$ cat src/rtl/aq_fill_receiver.sv
// Bus-side answer queue for one cache bank: filters response packets by destination ID,
// reassembles 4-beat line fills and buffers them in a show-ahead FIFO for the bank.
module aq_fill_receiver #(
  parameter int unsigned DEPTH = 4
) (
  input  logic         clk,
  input  logic         rst,
  input  logic [2:0]   cache_id,
  input  logic         BUS_valid,
  input  logic [31:0]  BUS_data,
  output logic         BUS_ready,
  input  logic         AQ_READ,
  output logic         AQ_isEMPTY,
  output logic         AQ_FULL,
  output logic [14:0]  AQ_pAddress,
  output logic [6:0]   AQ_PTC_ID,
  output logic [127:0] AQ_data
);

  localparam int unsigned PtrW = $clog2(DEPTH);
  localparam int unsigned CntW = PtrW + 1;

  typedef enum logic [2:0] {StHdr, StD0, StD1, StD2, StD3} state_e;

  state_e           state_q, state_d;
  logic             match_q;
  logic [14:0]      paddr_q;
  logic [6:0]       ptc_q;
  logic [95:0]      line_q;

  logic [14:0]      mem_addr_q [DEPTH];
  logic [6:0]       mem_ptc_q  [DEPTH];
  logic [127:0]     mem_data_q [DEPTH];
  logic [PtrW-1:0]  wr_ptr_q, rd_ptr_q;
  logic [CntW-1:0]  count_q;

  logic             xfer, commit, pop, reserved;
  logic [CntW:0]    occupancy;

  // A matching packet in flight already owns a slot, so later headers see it as occupied.
  assign reserved   = (state_q != StHdr) && match_q;
  assign occupancy  = {1'b0, count_q} + {{CntW{1'b0}}, reserved};
  assign AQ_FULL    = (occupancy == (CntW + 1)'(DEPTH));
  assign AQ_isEMPTY = (count_q == '0);
  assign BUS_ready  = (state_q == StHdr) ? ~AQ_FULL : 1'b1;

  assign xfer   = BUS_valid & BUS_ready;
  assign pop    = AQ_READ & ~AQ_isEMPTY;
  assign commit = xfer && (state_q == StD3) && match_q;

  assign AQ_pAddress = mem_addr_q[rd_ptr_q];
  assign AQ_PTC_ID   = mem_ptc_q[rd_ptr_q];
  assign AQ_data     = mem_data_q[rd_ptr_q];

  always_comb begin
    state_d = state_q;
    if (xfer) begin
      unique case (state_q)
        StHdr:   state_d = StD0;
        StD0:    state_d = StD1;
        StD1:    state_d = StD2;
        StD2:    state_d = StD3;
        StD3:    state_d = StHdr;
        default: state_d = StHdr;
      endcase
    end
  end

  always_ff @(posedge clk or negedge rst) begin
    if (!rst) begin
      state_q <= StHdr;
      match_q <= 1'b0;
      paddr_q <= '0;
      ptc_q   <= '0;
      line_q  <= '0;
    end else begin
      state_q <= state_d;
      if (xfer) begin
        unique case (state_q)
          StHdr: begin
            match_q <= (BUS_data[2:0] == cache_id);
            paddr_q <= BUS_data[17:3];
            ptc_q   <= BUS_data[24:18];
          end
          StD0:    line_q[31:0]  <= BUS_data;
          StD1:    line_q[63:32] <= BUS_data;
          StD2:    line_q[95:64] <= BUS_data;
          default: ;
        endcase
      end
    end
  end

  // Data3 goes straight from the bus into storage; no fourth holding register.
  always_ff @(posedge clk or negedge rst) begin
    if (!rst) begin
      for (int i = 0; i < int'(DEPTH); i++) begin
        mem_addr_q[i] <= '0;
        mem_ptc_q[i]  <= '0;
        mem_data_q[i] <= '0;
      end
    end else if (commit) begin
      mem_addr_q[wr_ptr_q] <= paddr_q;
      mem_ptc_q[wr_ptr_q]  <= ptc_q;
      mem_data_q[wr_ptr_q] <= {BUS_data, line_q};
    end
  end

  always_ff @(posedge clk or negedge rst) begin
    if (!rst) begin
      wr_ptr_q <= '0;
      rd_ptr_q <= '0;
      count_q  <= '0;
    end else begin
      if (commit) wr_ptr_q <= wr_ptr_q + PtrW'(1);
      if (pop)    rd_ptr_q <= rd_ptr_q + PtrW'(1);
      unique case ({commit, pop})
        2'b10:   count_q <= count_q + CntW'(1);
        2'b01:   count_q <= count_q - CntW'(1);
        default: ;
      endcase
    end
  end

endmodule
$ cat config.mk
export PLATFORM = sky130hd
export DESIGN_NAME = aq_fill_receiver
export DESIGN_NICKNAME = d
export VERILOG_FILES = /design/src/rtl/aq_fill_receiver.sv
export SDC_FILE = /design/constraint.sdc
export NUM_CORES = 1
export LEC_CHECK = 0
export CAP_MARGIN = 25
export CORE_MARGIN = 2
export CORE_UTILIZATION = 55
export DETAILED_ROUTE_END_ITERATION = 10
export DONT_BUFFER_PORTS = 1
export PLACE_DENSITY = 0.66
export SETUP_SLACK_MARGIN = 0.02
export SYNTH_ARGS = -nofsm -noshare
export SYNTH_HDL_FRONTEND = slang
export SYNTH_SLANG_ARGS = --single-unit
$ cat constraint.sdc
create_clock -name clk -period 2.67 [get_ports clk]
set_input_delay 0.534 -clock clk [delete_from_list [all_inputs] [get_ports clk]]
set_output_delay 0.534 -clock clk [all_outputs]
set_load 0.02 [all_outputs]
==> results_dict.tcl, run 1 <==
set metrics [dict create \
    rows 86 \
    cts.path.max_buffers 3 \
    dieHeight_microns 240 \
    cp.required_ns 2.14 \
    ios 192 \
    clk_pin_slew_ns 0.05 \
    port-buffer-count 0 \
    syn_to_final_growth_pct 14.8 \
    wirelength_mm 68.3 \
    slew_violations 561 \
    hold_viol 203 \
    via_count 15700 \
    cts_tree "yes" \
    core_sq_um 55200 \
    clock_latency_ns 0.61 \
    ys.warnings.count 0 \
    drtPass1Iterations 4 \
    drc 0 \
    fin_crit_ns 2.77 \
    power_density_nw_per_um2 962 \
    finalCritPeriodShare_pct 104 \
    critical_path.startpoint "state_q[2]$_DFFE_PN0P_" \
    start_util_pct 55.7 \
    cp.buffers_inverters 1 \
    syn_inst 1773 \
    dieWidth_microns 240 \
    antenna_found_initial 2 \
    r2r_cells 9 \
    grt_first_pass_wirelength_mm 106 \
    cp_top_family "simple AND/OR/NAND/NOR gates" \
    cp-start-kind "flop" \
    grt_max_degree 730 \
    yosysSeqAreaShare_pct 59.3 \
    first_global_vias 17000 \
    rsz0062_at_grt "yes" \
    numClockSinks 729 \
    ant_nets 0 \
    worstPathCellList "nor3_2 > nor2b_1 > ha_2 > ha_4 > mux2_4 > and2_4 > buf_12" \
    cts-htree-levels 3 \
    final_common_cell "dfrtp_1" \
    vias_per_cell 5.97 \
    synth.avg_cell_area_sq_um 17.3 \
    place_ws_ns -0.226 \
    hold_ws_ns -0.361 \
    slowest_delay_ns 0.39 \
    final_net_count 1874 \
    peakVddDrop_uv 650 \
    fmax_mhz 361 \
    gp_congestion 0.720 \
    syn-num-nets 1820 \
    leakage_uw 0.0172 \
    timing.critical_path.slowest_stage_cell "dfrtp_1" \
    hold_class "input port to async pin" \
    ys_seq_elements 729 \
    end_kind "primary output" \
    r2r-start "state_q[2]$_DFFE_PN0P_" \
    cp_max_fo 3 \
    dp_hpwl_mm 39.3 \
    drive_gt1_share_pct 58.6 \
    setup_violations 9 \
    slew_headroom_pct -122 \
    die_area_sq_um 57800 \
    cts_buffers 77 \
    worstMarginPinSlew_ns 3.33 \
    synth_area_sq_um 30700 \
    critical_path_class "flop to primary output" \
    routedWlPerCell_microns 26.0 \
    timing.final.ws_setup_ns -0.101 \
    skew_ns 0.0211 \
    diodes 0 \
    violations "negative hold slack, max-slew violations, negative setup slack" \
    synth_cell_types 31 \
    drt_iter0_drc 689 \
    r2r_slack_ns 0.23 \
    cts-root-buf "clkbuf_16" \
    grt_overflow 0 \
    r2r-end "paddr_q[5]$_DFFE_PN0P_" \
    final_cell_mix "727 x dfrtp_1, 721 x mux2_2, 150 x mux4_2" \
    maxCapViolCount 0 \
    status "finished, violations left" \
    grt_usage_pct 24.5 \
    utilization_pct 63.9 \
    crit_arrival_ns 2.24 \
]
## layer usage
| layer | vias up | GRT usage [%] | part of all wire (%) |
|---|---|---|---|
| li1 | 6720 | - | - |
| met1 | 8637 | 33.1 | 43 |
| met2 | 241 | 40.3 | 50 |
| met3 | 86 | 5.67 | 4.6 |
| met4 | 2 | 6.53 | 2.0 |
| met5 | - | 0 | 0.019 |
## cells by family after synthesis
| logic type | synth area share, % |
|---|---|
| simple gates | 0.541 |
| compound gates | 0.163 |
| mux | 37.5 |
| fa+ha+maj | 0.350 |
| flops | 59.3 |
| buf+inv | 1.89 |
| xor+xnor | 0.256 |
## metrics by stage
step                      total power (uW)  std cells  area [sq um]  setup TNS (ns)
final                                34000       2628         35300          -0.210
after global routing                 35600       2628         35300           -3.96
after CTS                            34000       2620         35100           -2.04
after detailed placement             22000       2456         31900           -3.14
after global placement               21700       2456         31900           -2.96
after floorplan                      19800       1773         30700               0
## repair_timing
| action | 4_1_cts | 5_1_grt |
|---|---|---|
| resized for setup | 41 | 6 |
| setup buffers | 22 | 5 |
| cloned | 10 | 5 |
| endpoints found under the setup margin | 169 | 119 |
| hold endpoints to repair | 729 | 729 |
| pin swaps | 4 | 3 |
## cells in the mapped netlist (all sizes together)
library cell / number / area (sq um)
dfrtp: 729 / 18200
mux2: 722 / 8130
mux4: 150 / 3380
buf: 93 / 475
clkbuf: 21 / 78.8
ha: 7 / 87.6
inv: 7 / 26.3
xor2: 6 / 52.6
nand3: 5 / 25.0
nor3: 4 / 20.0
nand2: 3 / 11.3
nor2: 3 / 11.3
nor2b: 3 / 18.8
xnor2: 3 / 26.3
a21oi: 2 / 10.0
nor3b: 2 / 15.0
nor4b: 2 / 23.8
a211oi: 1 / 20.0
and2: 1 / 6.26
and3b: 1 / 8.76
fa: 1 / 20.0
mux2i: 1 / 10.0
nor4: 1 / 6.26
o21ai: 1 / 5.00
o22ai: 1 / 6.26
o31a: 1 / 8.76
or3: 1 / 6.26
or4b: 1 / 13.8
## final cells by class
type	count	area [sq um]
Fill cell	3933	19900
Clock inverter	18	193
Multi-Input combinational cell	923	12000
Tap cell	748	936
Sequential cell	729	18300
Clock buffer	114	2370
Inverter	7	26.3
Timing Repair Buffer	89	1480
## state kept, by name, indices dropped and copies added (netlist names)
| register | count |
|---|---|
| mem_data_q | 512 |
| wr_ptr_q | 2 |
| line_q | 96 |
| mem_addr_q | 60 |
| state_q | 3 |
| count_q | 3 |
| ptc_q | 7 |
| mem_ptc_q | 28 |
| paddr_q | 15 |
| match_q | 1 |
| rd_ptr_q | 2 |
## worst max-delay path by stage
stage,end,slack [ns],cells past startpoint
floorplan,paddr_q[0]$_DFFE_PN0P_,0.29,9
global placement,paddr_q[5]$_DFFE_PN0P_,-0.21,8
detailed placement,paddr_q[5]$_DFFE_PN0P_,-0.23,8
CTS,AQ_FULL,-0.11,7
global route,AQ_FULL,-0.19,8
finish,AQ_FULL,-0.10,7
## power breakdown
group	internal [uW]	total [uW]	switching (uW)
registers	13100	14900	1760
logic	4880	8420	3540
clock network	6410	10700	4250
## worst reg2reg max path, delay by kind of cell, from the launching register on
kind,cells,cell delay (ns)
multiplexers,1,0.27
adder cells (fa/ha/maj),2,0.44
AO/OA/AOI/OAI,1,0.08
buffers and inverters,2,0.31
flip-flops,1,0.39
AND/OR/NAND/NOR,3,0.83
No activity file was read; power rests on OpenSTA's default activity.
==> inputs of run 2 (changes only) <==
PLACE_DENSITY = 0.75   (was 0.66)
==> run 2 against run 1 <==
  * The flow still finishes with violations (negative hold slack, max-slew violations, negative setup slack)
  * Combinational power shrank 3.9%
  * Largest power group unchanged
  * Register-to-register slack improved by 0.10 ns
  * Clock skew barely moved
  * Count of clock-buffer cells in the layout is 1 lower
  * Clock power about the same
  * Hold slack better by 0.052 ns
==> results_dict.tcl, run 2 (same netlist as run 1, synthesis figures left out) <==
set metrics [dict create \
    gp_congestion 0.739 \
    status "finished, violations left" \
    cp-start-kind "flop" \
    power_density_nw_per_um2 958 \
    grt_max_degree 730 \
    syn_to_final_growth_pct 14.3 \
    rsz0062_at_grt "yes" \
    final_common_cell "dfrtp_1" \
    clk_pin_slew_ns 0.06 \
    drt_iter0_drc 866 \
    drive_gt1_share_pct 58.0 \
    multi_input_area_sq_um 12000 \
    grt_overflow 0 \
    via_count 15700 \
    cp_max_fo 3 \
    start_util_pct 55.7 \
    switchingPower_uw 9560 \
    worstMarginPinSlew_ns 3.25 \
    swShare_pct 28.4 \
    final_net_count 1859 \
    drc 0 \
    place_ws_ns 0.234 \
    maxCapViolCount 0 \
    slew_violations 671 \
    timing.final.ws_setup_ns -0.0683 \
    drtPass1Iterations 6 \
    fin_crit_ns 2.74 \
    grt_first_pass_wirelength_mm 104 \
    slew_headroom_pct -117 \
    fmax_mhz 365 \
    clock_latency_ns 0.61 \
    leakage_uw 0.0171 \
    dieHeight_microns 240 \
    p_int_uw 24100 \
    routedWlPerCell_microns 26.2 \
    cts_tree "yes" \
    hold_viol 114 \
    cp.required_ns 2.14 \
    antenna_found_initial 0 \
    first_global_vias 17000 \
    peakVddDrop_uv 581 \
    port-buffer-count 0 \
    clockPowerShare_pct 31.8 \
    setup_violations 41 \
    grt_usage_pct 23.8 \
    cts-root-buf "clkbuf_16" \
    end_kind "primary output" \
    numClockSinks 729 \
    final-seq-area_sq_um 18300 \
    top_regs "mem_data_q: 512 flops, line_q: 96 flops, mem_addr_q: 60 flops" \
    rows 86 \
    skew_ns 0.0215 \
    comb_power_share_pct 24.0 \
    violations "negative hold slack, max-slew violations, negative setup slack" \
    finalCritPeriodShare_pct 103 \
    dp_hpwl_mm 38.5 \
    cts.path.max_buffers 3 \
    largest_reg_flops 512 \
    dieWidth_microns 240 \
    core_sq_um 55200 \
    hold_class "input port to async pin" \
    hold_ws_ns -0.309 \
    largest-register "mem_data_q" \
    critical_path_class "flop to primary output" \
    wirelength_mm 68.4 \
    final_cell_mix "727 x dfrtp_1, 721 x mux2_2, 150 x mux4_2" \
    fillers 3813 \
    crit_arrival_ns 2.20 \
    ios 192 \
    diodes 0 \
    ant_nets 0 \
    vias_per_cell 6.02 \
    power_frac_seq_pct 44.2 \
    die_area_sq_um 57800 \
    cts_buffers 76 \
    cts-htree-levels 3 \
]
-- run 2: cell count changes in the layout (fill, tap and decap cells not counted), moves of 2 or more --
cell / before / now
buf_8: 5 / 3
buf_4: 31 / 21
bufinv_16: 3 / 5
clkbuf_16: 85 / 91
clkinv_2: 9 / 6
clkbuf_1: 10 / 14
buf_16: 16 / 10
buf_6: 4 / 2
clkbuf_8: 24 / 20
-- run 2: final timing paths --
check,start,end,slack [ns],depth (start not counted)
min,rst,mem_data_q[492]$_DFFE_PN0P_,-0.31,0
max,state_q[2]$_DFFE_PN0P_,AQ_FULL,-0.07,7
max reg2reg,state_q[2]$_DFFE_PN0P_,count_q[2]$_DFFE_PN0P_,0.33,10
min in group clk,BUS_valid,state_q[2]$_DFFE_PN0P_,0.05,1
max in group asynchronous,rst,mem_data_q[237]$_DFFE_PN0P_,0.48,0
min reg2reg,mem_data_q[130]$_DFFE_PN0P_,mem_data_q[130]$_DFFE_PN0P_,0.50,1
-- run 2: critical path, stage by stage (launching register included) --
cell,delay (ns)
dfrtp_1,0.38
nor3_2,0.22
nor2b_1,0.09
ha_2,0.21
ha_4,0.18
a21oi_4,0.12
mux2_4,0.19
and2_4,0.20
-- run 2: per-stage QoR --
stage / cells / cell area (sq um) / TNS, ns / total power [uW] / util (%)
CTS: 2595 / 34700 / -0.852 / 33300 / 62.9
detailed placement: 2445 / 31800 / 0 / 21700 / 57.6
finish: 2613 / 35200 / -1.16 / 33700 / 63.7
global route: 2613 / 35200 / -6.58 / 35200 / 63.7
global placement: 2445 / 31800 / 0 / 21400 / 57.6
floorplan: 1773 / 30700 / 0 / 19800 / -
-- run 2: final cells by class --
class / count / share of cell area, %
clock buffers: 113 / 6.56
multi-input cells: 923 / 34.2
well taps: 748 / 2.66
repair buffers: 75 / 3.82
clock inverters: 18 / 0.723
flip-flops and latches: 729 / 51.9
inverters: 7 / 0.0747
-- run 2: metal layers --
layer / part of all wire (%) / routed length (microns) / GRT usage, %
met5: 0 / 0 / 0
met4: 2.5 / 1700 / 7.02
met3: 6.3 / 4310 / 6.15
met2: 50 / 34100 / 38.9
met1: 41 / 28300 / 31.6
-- run 2: power groups by stage --
stage	clock (uW)	sequential, uW	combinational (uW)
after detailed placement	0	15000	6720
after global routing	11400	15200	8580
final	10700	14900	8090
after global placement	0	14800	6560
after floorplan	0	14400	5440
after CTS	10900	14800	7490
-- run 2: what timing repair did --
action                     4_1_cts  5_1_grt
gates cloned                     6       16
hold endpoints to repair       729      729
buffers inserted                13        5
resized for setup               22       11
setup endpoints to repair      128      114
pin swaps                        2        2
==> inputs of run 3 (changes only) <==
HOLD_SLACK_MARGIN = 0.1   (was default)
==> run 3 against run 2 <==
  * The flow still finishes with violations (negative hold slack, max-slew violations, negative setup slack)
  * Count of clock-buffer cells in the layout did not move
  * Global-route usage grew 0.29 points
  * Sequential share of layout area shrank 0.49 points
  * Combinational power up 2%
  * Register-to-register slack is essentially flat
  * Wire length up 1.3%
  * Largest power group unchanged
==> results_dict.tcl, run 3 (same netlist as run 1, synthesis figures left out) <==
set metrics [dict create \
    status "finished, violations left" \
    violations "negative hold slack, max-slew violations, negative setup slack" \
    fillers 3791 \
    skew_ns 0.0230 \
    place_ws_ns 0.234 \
    hold_buffers 33 \
    cp.required_ns 2.14 \
    grt_first_pass_wirelength_mm 105 \
    utilization_pct 64.3 \
    numClockSinks 729 \
    dieHeight_microns 240 \
    largest-register "mem_data_q" \
    cp.buffers_inverters 2 \
    fin_crit_ns 2.74 \
    cts_buffers 76 \
    finalInstanceArea_sq_um 35500 \
    clk_pin_slew_ns 0.06 \
    slowest_delay_ns 0.63 \
    core_sq_um 55200 \
    cp_max_fo 8 \
    drtPass1Iterations 4 \
    clock_latency_ns 0.62 \
    first_global_vias 17100 \
    timing.critical_path.slowest_stage_cell "mux4_2" \
    end_kind "primary output" \
    dpl.cell_count 2445 \
    vias_per_cell 5.99 \
    fmax_mhz 365 \
    grt.met1_usage_pct 32.0 \
    rsz0062_at_grt "yes" \
    grt_overflow 0 \
    hold_ws_ns -0.311 \
    dieWidth_microns 240 \
    timing.final.ws_setup_ns -0.0714 \
    cp-start-kind "flop" \
    r2r_slack_ns 0.32 \
    cts.path.max_buffers 3 \
    dp_hpwl_mm 38.5 \
    rows 86 \
    hold_viol 182 \
    start_util_pct 55.7 \
    finalCritPeriodShare_pct 103 \
    routedWlPerCell_microns 26.2 \
    ant_nets 0 \
    die_area_sq_um 57800 \
    maxCapViolCount 0 \
    power_density_nw_per_um2 954 \
    drive_gt1_share_pct 57.0 \
    cts-htree-levels 3 \
    fin_cells 2648 \
    grt_usage_pct 24.1 \
    hold_class "input port to async pin" \
    crit_arrival_ns 2.21 \
    ios 192 \
    leakage_uw 0.0173 \
    worstMarginPinSlew_ns 3.45 \
    setup_violations 45 \
    busiest_layer "met2" \
    top_regs "mem_data_q: 512 flops, line_q: 96 flops, mem_addr_q: 60 flops" \
    final_cell_mix "727 x dfrtp_1, 721 x mux2_2, 150 x mux4_2" \
    worstPathCellList "buf_12 > clkbuf_16 > mux4_2" \
    gp_congestion 0.739 \
    peakVddDrop_uv 579 \
    slew_violations 553 \
    place_area_sq_um 31800 \
    final_net_count 1892 \
    drc 0 \
    use_met2_pct 39.6 \
    cts_tree "yes" \
    slew_headroom_pct -130 \
    antenna_found_initial 4 \
    final_common_cell "dfrtp_1" \
    use_met3_pct 6.00 \
    grt_max_degree 730 \
    cts-root-buf "clkbuf_16" \
    largest_reg_flops 512 \
    wirelength_mm 69.3 \
    cp_top_family "multiplexers" \
    via_count 15900 \
    port-buffer-count 0 \
    critical_path_class "flop to primary output" \
    syn_to_final_growth_pct 15.4 \
    drt_iter0_drc 916 \
]
-- run 3: cell types whose count changed in the layout (fill, tap and decap cells not counted), sizes merged --
cell,previous run,this run
dlygate4sd3,0,33
diode,0,2
-- run 3: layout make-up --
cell class	count	area (sq um)	area share, %
tap	748	936	2.64
multi-input combinational	923	12000	33.9
antenna	2	5.00	0.0141
timing repair buffer	108	1670	4.71
clock buffer	113	2300	6.49
inverter	7	26.3	0.0740
clock inverter	18	254	0.716
sequential	729	18300	51.4
-- run 3: path summary, 6_finish.rpt --
path	cells past startpoint	startpoint	to
setup / recovery	3	rd_ptr_q[0]$_DFFE_PN0P_	AQ_PTC_ID[1]
hold / removal	0	rst	mem_data_q[492]$_DFFE_PN0P_
setup reg to reg	6	state_q[2]$_DFFE_PN0P_	mem_addr_q[58]$_DFFE_PN0P_
hold reg to reg	1	mem_data_q[419]$_DFFE_PN0P_	mem_data_q[419]$_DFFE_PN0P_
max in group asynchronous	0	rst	mem_data_q[62]$_DFFE_PN0P_
min in group clk	3	BUS_valid	state_q[0]$_DFFE_PN0P_
-- run 3: repair_timing --
action                                  in CTS  in global routing
resized for setup                           22                 11
endpoints found under the setup margin     128                114
endpoints found under the hold margin      977                729
cloned                                       6                 16
pin swaps                                    2                  2
setup buffers                               13                  5
-- run 3: worst register-to-register path, cell delays in order (launching register included) --
cell and delay (ns):
dfrtp_1 0.35, buf_4 0.11, buf_4 0.15, and3b_1 0.45, nand3_4 0.51, buf_12 0.37, mux2_2 0.30
-- run 3: routing by layer --
layer / vias to the layer above / share of wire, % / routed length, microns
met4: 4 / 2.3 / 1620
met1: 8678 / 42 / 29200
li1: 6779 / - / -
met3: 112 / 5.5 / 3840
met2: 290 / 50 / 34700
met5: - / 0.039 / 27
-- run 3: power by group --
group | internal (uW) | leakage [uW] | switching, uW
clock | 6450 | 0.00126 | 4270
combinational | 4610 | 0.00612 | 3620
sequential | 13100 | 0.00989 | 1780
-- run 3: metrics by stage --
step,total power (uW),setup TNS (ns)
after floorplan,19800,0
after global placement,21400,0
after detailed placement,21700,0
after CTS,33400,-0.852
after global routing,35300,-6.63
final,33800,-1.08
